### src/rtl/csr_access_ctrl_if.sv
// rtl/csr_access_ctrl_if.sv - instruction, CSR request/response and GPR writeback bundle
//
// Purpose: groups every non-clock/reset signal of csr_access_ctrl.
//   master modport : the access controller (drives o_* signals)
//   slave modport  : decoder + CSR file + GPR writeback (drives i_* signals)
// Signals:
//   i_inst_valid/o_inst_ready  instruction handshake
//   i_funct3, i_csr_addr, i_rs1_addr_uimm, i_rd_addr, i_rs1_data  decoded fields
//   o_csr_req_valid/i_csr_req_ready, o_csr_we, o_csr_addr, o_csr_wdata  CSR request
//   i_csr_rvalid, i_csr_rdata, i_csr_err  CSR read response
//   o_rd_we, o_rd_addr, o_rd_data  GPR writeback
//   o_done, o_illegal  retire / exception pulses
interface csr_access_ctrl_if #(
   parameter int XLEN = 32
);
   logic            i_inst_valid;
   logic            o_inst_ready;
   logic [2:0]      i_funct3;
   logic [11:0]     i_csr_addr;
   logic [4:0]      i_rs1_addr_uimm;
   logic [4:0]      i_rd_addr;
   logic [XLEN-1:0] i_rs1_data;

   logic            o_csr_req_valid;
   logic            i_csr_req_ready;
   logic            o_csr_we;
   logic [11:0]     o_csr_addr;
   logic [XLEN-1:0] o_csr_wdata;
   logic            i_csr_rvalid;
   logic [XLEN-1:0] i_csr_rdata;
   logic            i_csr_err;

   logic            o_rd_we;
   logic [4:0]      o_rd_addr;
   logic [XLEN-1:0] o_rd_data;
   logic            o_done;
   logic            o_illegal;

   modport master (
      input  i_inst_valid, i_funct3, i_csr_addr, i_rs1_addr_uimm, i_rd_addr, i_rs1_data,
      input  i_csr_req_ready, i_csr_rvalid, i_csr_rdata, i_csr_err,
      output o_inst_ready, o_csr_req_valid, o_csr_we, o_csr_addr, o_csr_wdata,
      output o_rd_we, o_rd_addr, o_rd_data, o_done, o_illegal
   );

   modport slave (
      output i_inst_valid, i_funct3, i_csr_addr, i_rs1_addr_uimm, i_rd_addr, i_rs1_data,
      output i_csr_req_ready, i_csr_rvalid, i_csr_rdata, i_csr_err,
      input  o_inst_ready, o_csr_req_valid, o_csr_we, o_csr_addr, o_csr_wdata,
      input  o_rd_we, o_rd_addr, o_rd_data, o_done, o_illegal
   );
endinterface

### src/rtl/csr_access_ctrl.sv
// rtl/csr_access_ctrl.sv - Zicsr read-modify-write access controller
//
// Purpose: accepts one decoded CSR instruction, performs the optional read and
// optional write against the CSR file, returns the old CSR value to the GPR
// writeback port and flags illegal accesses.
// Ports:
//   i_clk  clock
//   i_rst  synchronous reset, active-high
//   bus    csr_access_ctrl_if.master (instruction, CSR request/response, writeback)
// Parameters:
//   XLEN      data width (32 or 64), must match the interface
//   RO_CHECK  1 = writes to CSR addresses with addr[11:10]==2'b11 are illegal
module csr_access_ctrl #(
   parameter int XLEN     = 32,
   parameter bit RO_CHECK = 1'b1
) (
   input  logic                 i_clk,
   input  logic                 i_rst,
   csr_access_ctrl_if.master    bus
);

   typedef enum logic [2:0] {
      S_IDLE,
      S_RD_REQ,
      S_RD_WAIT,
      S_WR_REQ,
      S_WB,
      S_ERR
   } state_t;

   state_t          state_q, state_d;
   logic [1:0]      op_q, op_d;           // funct3[1:0]: 01 write, 10 set, 11 clear
   logic [11:0]     addr_q, addr_d;
   logic [4:0]      rd_q, rd_d;
   logic [XLEN-1:0] src_q, src_d;
   logic [XLEN-1:0] old_q, old_d;
   logic            need_rd_q, need_rd_d;
   logic            need_wr_q, need_wr_d;

   // Decode of the instruction presented at the input, used only on accept.
   logic            in_need_rd;
   logic            in_need_wr;
   logic            in_illegal;
   logic [XLEN-1:0] in_src;
   logic [XLEN-1:0] wdata;

   assign in_need_rd = (bus.i_funct3[1:0] != 2'b01) | (bus.i_rd_addr != 5'd0);
   assign in_need_wr = (bus.i_funct3[1:0] == 2'b01) | (bus.i_rs1_addr_uimm != 5'd0);
   // A write to a read-only CSR is illegal even when the read alone would be fine.
   assign in_illegal = (bus.i_funct3[1:0] == 2'b00) |
                       (RO_CHECK & in_need_wr & (bus.i_csr_addr[11:10] == 2'b11));
   assign in_src     = bus.i_funct3[2] ? {{(XLEN-5){1'b0}}, bus.i_rs1_addr_uimm}
                                       : bus.i_rs1_data;

   always_comb begin
      case (op_q)
         2'b10:   wdata = old_q | src_q;
         2'b11:   wdata = old_q & ~src_q;
         default: wdata = src_q;
      endcase
   end

   always_comb begin
      state_d   = state_q;
      op_d      = op_q;
      addr_d    = addr_q;
      rd_d      = rd_q;
      src_d     = src_q;
      old_d     = old_q;
      need_rd_d = need_rd_q;
      need_wr_d = need_wr_q;

      bus.o_inst_ready    = 1'b0;
      bus.o_csr_req_valid = 1'b0;
      bus.o_csr_we        = 1'b0;
      bus.o_csr_addr      = 12'd0;
      bus.o_csr_wdata     = '0;
      bus.o_rd_we         = 1'b0;
      bus.o_rd_addr       = 5'd0;
      bus.o_rd_data       = '0;
      bus.o_done          = 1'b0;
      bus.o_illegal       = 1'b0;

      case (state_q)
         S_IDLE: begin
            bus.o_inst_ready = 1'b1;
            if (bus.i_inst_valid) begin
               op_d      = bus.i_funct3[1:0];
               addr_d    = bus.i_csr_addr;
               rd_d      = bus.i_rd_addr;
               src_d     = in_src;
               need_rd_d = in_need_rd;
               need_wr_d = in_need_wr;
               if (in_illegal)      state_d = S_ERR;
               else if (in_need_rd) state_d = S_RD_REQ;
               else                 state_d = S_WR_REQ;
            end
         end
         S_RD_REQ: begin
            bus.o_csr_req_valid = 1'b1;
            bus.o_csr_addr      = addr_q;
            if (bus.i_csr_req_ready) state_d = S_RD_WAIT;
         end
         S_RD_WAIT: begin
            if (bus.i_csr_rvalid) begin
               old_d = bus.i_csr_rdata;
               if (bus.i_csr_err)   state_d = S_ERR;
               else if (need_wr_q)  state_d = S_WR_REQ;
               else                 state_d = S_WB;
            end
         end
         S_WR_REQ: begin
            // Posted write: completion is the handshake itself.
            bus.o_csr_req_valid = 1'b1;
            bus.o_csr_we        = 1'b1;
            bus.o_csr_addr      = addr_q;
            bus.o_csr_wdata     = wdata;
            if (bus.i_csr_req_ready) state_d = S_WB;
         end
         S_WB: begin
            bus.o_rd_we   = need_rd_q & (rd_q != 5'd0);
            bus.o_rd_addr = rd_q;
            bus.o_rd_data = old_q;
            bus.o_done    = 1'b1;
            state_d       = S_IDLE;
         end
         S_ERR: begin
            bus.o_illegal = 1'b1;
            bus.o_done    = 1'b1;
            state_d       = S_IDLE;
         end
         default: state_d = S_IDLE;
      endcase
   end

   always_ff @(posedge i_clk) begin
      if (i_rst) begin
         state_q   <= S_IDLE;
         op_q      <= 2'b00;
         addr_q    <= 12'd0;
         rd_q      <= 5'd0;
         src_q     <= '0;
         old_q     <= '0;
         need_rd_q <= 1'b0;
         need_wr_q <= 1'b0;
      end else begin
         state_q   <= state_d;
         op_q      <= op_d;
         addr_q    <= addr_d;
         rd_q      <= rd_d;
         src_q     <= src_d;
         old_q     <= old_d;
         need_rd_q <= need_rd_d;
         need_wr_q <= need_wr_d;
      end
   end

endmodule

### src/flat_wrapper.sv
// flat-port wrapper written by rule: the top's interface ports become plain ports
module csr_access_ctrl_flat 
#(
   parameter int XLEN     = 32,
   parameter bit RO_CHECK = 1'b1
)
  (i_clk, i_rst, bus_i_inst_valid, bus_i_funct3, bus_i_csr_addr, bus_i_rs1_addr_uimm, bus_i_rd_addr, bus_i_rs1_data, bus_i_csr_req_ready, bus_i_csr_rvalid, bus_i_csr_rdata, bus_i_csr_err, bus_o_inst_ready, bus_o_csr_req_valid, bus_o_csr_we, bus_o_csr_addr, bus_o_csr_wdata, bus_o_rd_we, bus_o_rd_addr, bus_o_rd_data, bus_o_done, bus_o_illegal);
  csr_access_ctrl_if #(.XLEN(XLEN)) bus_i ();
  input  logic i_clk;
  input  logic i_rst;
  input wire logic [$bits(bus_i.i_inst_valid)-1:0] bus_i_inst_valid;
  input wire logic [$bits(bus_i.i_funct3)-1:0] bus_i_funct3;
  input wire logic [$bits(bus_i.i_csr_addr)-1:0] bus_i_csr_addr;
  input wire logic [$bits(bus_i.i_rs1_addr_uimm)-1:0] bus_i_rs1_addr_uimm;
  input wire logic [$bits(bus_i.i_rd_addr)-1:0] bus_i_rd_addr;
  input wire logic [$bits(bus_i.i_rs1_data)-1:0] bus_i_rs1_data;
  input wire logic [$bits(bus_i.i_csr_req_ready)-1:0] bus_i_csr_req_ready;
  input wire logic [$bits(bus_i.i_csr_rvalid)-1:0] bus_i_csr_rvalid;
  input wire logic [$bits(bus_i.i_csr_rdata)-1:0] bus_i_csr_rdata;
  input wire logic [$bits(bus_i.i_csr_err)-1:0] bus_i_csr_err;
  output wire logic [$bits(bus_i.o_inst_ready)-1:0] bus_o_inst_ready;
  output wire logic [$bits(bus_i.o_csr_req_valid)-1:0] bus_o_csr_req_valid;
  output wire logic [$bits(bus_i.o_csr_we)-1:0] bus_o_csr_we;
  output wire logic [$bits(bus_i.o_csr_addr)-1:0] bus_o_csr_addr;
  output wire logic [$bits(bus_i.o_csr_wdata)-1:0] bus_o_csr_wdata;
  output wire logic [$bits(bus_i.o_rd_we)-1:0] bus_o_rd_we;
  output wire logic [$bits(bus_i.o_rd_addr)-1:0] bus_o_rd_addr;
  output wire logic [$bits(bus_i.o_rd_data)-1:0] bus_o_rd_data;
  output wire logic [$bits(bus_i.o_done)-1:0] bus_o_done;
  output wire logic [$bits(bus_i.o_illegal)-1:0] bus_o_illegal;
  assign bus_i.i_inst_valid = bus_i_inst_valid;
  assign bus_i.i_funct3 = bus_i_funct3;
  assign bus_i.i_csr_addr = bus_i_csr_addr;
  assign bus_i.i_rs1_addr_uimm = bus_i_rs1_addr_uimm;
  assign bus_i.i_rd_addr = bus_i_rd_addr;
  assign bus_i.i_rs1_data = bus_i_rs1_data;
  assign bus_i.i_csr_req_ready = bus_i_csr_req_ready;
  assign bus_i.i_csr_rvalid = bus_i_csr_rvalid;
  assign bus_i.i_csr_rdata = bus_i_csr_rdata;
  assign bus_i.i_csr_err = bus_i_csr_err;
  assign bus_o_inst_ready = bus_i.o_inst_ready;
  assign bus_o_csr_req_valid = bus_i.o_csr_req_valid;
  assign bus_o_csr_we = bus_i.o_csr_we;
  assign bus_o_csr_addr = bus_i.o_csr_addr;
  assign bus_o_csr_wdata = bus_i.o_csr_wdata;
  assign bus_o_rd_we = bus_i.o_rd_we;
  assign bus_o_rd_addr = bus_i.o_rd_addr;
  assign bus_o_rd_data = bus_i.o_rd_data;
  assign bus_o_done = bus_i.o_done;
  assign bus_o_illegal = bus_i.o_illegal;
  csr_access_ctrl #(.XLEN(XLEN), .RO_CHECK(RO_CHECK)) u_core (.i_clk(i_clk), .i_rst(i_rst), .bus(bus_i));
endmodule
### config.mk
export PLATFORM = sky130hd
export DESIGN_NAME = csr_access_ctrl_flat
export DESIGN_NICKNAME = d
export VERILOG_FILES = /design/src/rtl/csr_access_ctrl_if.sv /design/src/rtl/csr_access_ctrl.sv /design/src/flat_wrapper.sv
export SDC_FILE = /design/constraint.sdc
export NUM_CORES = 1
export LEC_CHECK = 0
export CORE_ASPECT_RATIO = 1.25
export CORE_MARGIN = 5
export CORE_UTILIZATION = 46
export CTS_CLUSTER_DIAMETER = 50
export DETAILED_ROUTE_END_ITERATION = 12
export GPL_ROUTABILITY_DRIVEN = 0
export HOLD_SLACK_MARGIN = 0.02
export PLACE_DENSITY = 0.86
export SETUP_SLACK_MARGIN = 0.1
export SLEW_MARGIN = 20
export SYNTH_ARGS = -nofsm -noshare
export SYNTH_HDL_FRONTEND = slang
export SYNTH_SLANG_ARGS = --single-unit
### constraint.sdc
create_clock -name i_clk -period 2.8 [get_ports i_clk]
set_clock_uncertainty 0.05 [all_clocks]
set_input_delay 0.56 -clock i_clk [delete_from_list [all_inputs] [get_ports i_clk]]
set_output_delay 0.56 -clock i_clk [all_outputs]
set_load 0.005 [all_outputs]
==> results.ini <==
[run_status]
status=finished clean

[drt]
dr.pass1.iters=5
ant_nets=0
drt_iter0_markers=256
via_per_inst=5.383
wl_per_cell_um=16.19
wl_met1_mm=5.378
met2_length_mm=7.566
vias=4834
drc=0
routed_wl_mm=14.54
dr.max_layer_used=met4
dr_wl_met3_um=946

[synth]
syn_inst=613
synth_top_family_by_area=simple AND/OR/NAND/NOR gates
syn_area_sq_mm=0.004275
synthArstFlopShare_pct=0
synth_compound_area_share_pct=16.53
synthFlopType=dfxtp_1
synth-xor-area-share_pct=0
synth_mux_area_share_pct=1.171
yosysWarnings=0
ys_types=30
synth-edff-count=0
synth_fa_ha_area_share_pct=0
synthSimpleGateAreaFrac_pct=35.53
synth_nets=708
ys_ff_latch=88
yosysSeqAreaShare_pct=41.21
syn_avg_cell_area_sq_um=6.974

[cells_and_area]
diodes=0
final_nets=866
final_common_cell=clkdlybuf4s50_1
drive_gt1_share_pct=5.419
fin_area_sq_mm=0.006500
area_growth_syn_to_layout_pct=52.03
final_cell_mix=clkdlybuf4s50_1, nand2_1, a21oi_1, nor2_1, dfxtp_1

[worst_setup_path]
cp-start-kind=flop
critPathKind=flop to primary output
r2r-start=u_core.state_q[1]
crit_path_start=u_core.state_q[2]
rrSetupSlack_ns=0.72
arrival_ns=1.97
required_ns=2.19
worstPathMaxFanout=31
end_kind=primary output

[timing]
tns_ns=0
worst_slack_ns=0.2161
rsz0062_at_grt=false
timing.fmax_mhz=387.0
finalCriticalPeriod_ns=2.584
whs_ns=0.4041
finalSetupViolCount=0
slew_headroom_pct=47.80
min_period_over_period_pct=92.28
hold_viol=0
worst_pin_slew_ns=0.7830
slew_violations=0

[placement]
portBuffers=181
place_hpwl_mm=10.49
dpl_cell_area_sq_mm=0.006176
place_ws_ns=0.2387

[grt]
grt-ovfl-total=0
grt_pass1_wl_mm=23.01
antenna_found_initial=0
grt_max_degree=76
grt_pass1_vias=4900
grt_use_total_pct=25.45

[power_and_ir_drop]
switching_power_w=0.0007922
ir_worst_vdd_v=0.0003499
switching_share_pct=25.58
power_leakage_nw=2.463
power.internal_w=0.002305
total_power_w=0.003097
power_frac_clock_pct=39.5
powerDensity_mw_per_mm2=476.5
p_seq_share_pct=44.1
combPwrFrac_pct=16.5

[floorplan]
die_x_um=96.23
num_io_pins=182
coreArea_sq_mm=0.009125
fp.dieArea_sq_mm=0.01133
die_h_um=117.8
rows=39
start_util_pct=46.85

[clocking]
clk_pin_slew_ns=0.06
numCtsBuffers=9
cts_sinks=88
root_buffer=clkbuf_16
insertion_delay_ns=0.33
clockBufferDepth=2
hold_buffers=0
cts_tree=yes
cts-htree-levels=3

[worst_hold_path]
min-delay-start=u_core.addr_q[6]
hold_class=flop to flop

[job]
max_cap_viol_count=0

[sequential cells by signal, summed over array words and instances (netlist names)]
register and count:
u_core.old_q 32, u_core.src_q 32, u_core.op_q 2, u_core.addr_q 12, u_core.rd_q 5, u_core.state_q 3
u_core.need_rd_q 1, u_core.need_wr_q 1
[final timing paths]
check                                   endpoint  cells past startpoint
worst max-delay path            bus_o_rd_data[5]                      4
worst min-delay path            u_core.addr_q[6]                      2
worst max register to register  u_core.src_q[16]                      5
worst min register to register  u_core.addr_q[6]                      2
[through the flow]
| step | instances | utilization [%] |
|---|---|---|
| after global routing | 898 | 71.23 |
| final | 898 | 71.23 |
| after global placement | 882 | 67.68 |
| after floorplan | 613 | - |
| after CTS | 897 | 71.11 |
| after detailed placement | 882 | 67.68 |
[synth_stat cells, types with 4 or more instances]
cell / n / area, sq um
a211oi_1: 7 / 52.55
a21oi_1: 115 / 575.6
and2_1: 15 / 93.84
and3_1: 38 / 237.7
buf_2: 7 / 35.03
clkbuf_1: 44 / 165.2
dfxtp_1: 88 / 1762
inv_1: 4 / 15.01
mux2i_1: 5 / 50.05
nand2_1: 139 / 521.8
nor2_1: 102 / 382.9
nor3b_1: 25 / 187.7
[critical path, cell delays in order, from the launching register on]
cell	delay (ns)
dfxtp_1	0.47
nor2b_4	0.25
buf_12	0.19
and3_1	0.21
clkdlybuf4s50_1	0.52
[power groups by stage]
| stage | registers, W | logic (W) | clock network, W |
|---|---|---|---|
| 3_5_place_dp | 0.00139 | 0.000500 | 0 |
| 4_1_cts | 0.00136 | 0.000506 | 0.00123 |
| 2_1_floorplan | 0.00138 | 0.000270 | 0 |
| 5_1_grt | 0.00137 | 0.000558 | 0.00129 |
| 3_3_place_gp | 0.00139 | 0.000484 | 0 |
| 6_report | 0.00136 | 0.000510 | 0.00122 |
[cell type report]
| type | instances | area [sq um] |
|---|---|---|
| sequential | 88 | 1763 |
| fill | 746 | 2625 |
| timing repair buffer | 200 | 1978 |
| tap | 123 | 153.9 |
| inverter | 4 | 15.01 |
| clock buffer | 11 | 252.7 |
| multi-input combinational | 468 | 2283 |
| clock inverter | 4 | 53.80 |
[kinds of logic after synthesis]
family,after synthesis
flip-flops,88
AND/OR/NAND/NOR,331
AO/OA/AOI/OAI,132
buffers and inverters,57
multiplexers,5
[metal layers]
| metal | track usage [%] | vias up |
|---|---|---|
| met1 | 28.27 | 2233 |
| met2 | 44.62 | 206 |
| met5 | 0 | - |
| met3 | 4.412 | 46 |
| li1 | - | 2349 |
| met4 | 13.61 | 0 |
[timing repair]
item                                    CTS  global route
endpoints found under the hold margin     0             0
setup buffers                             0             1
endpoints found under the setup margin   32            36
resized for setup                         2             1
cloned                                    0             0
Power figures use the tool's default switching activity.
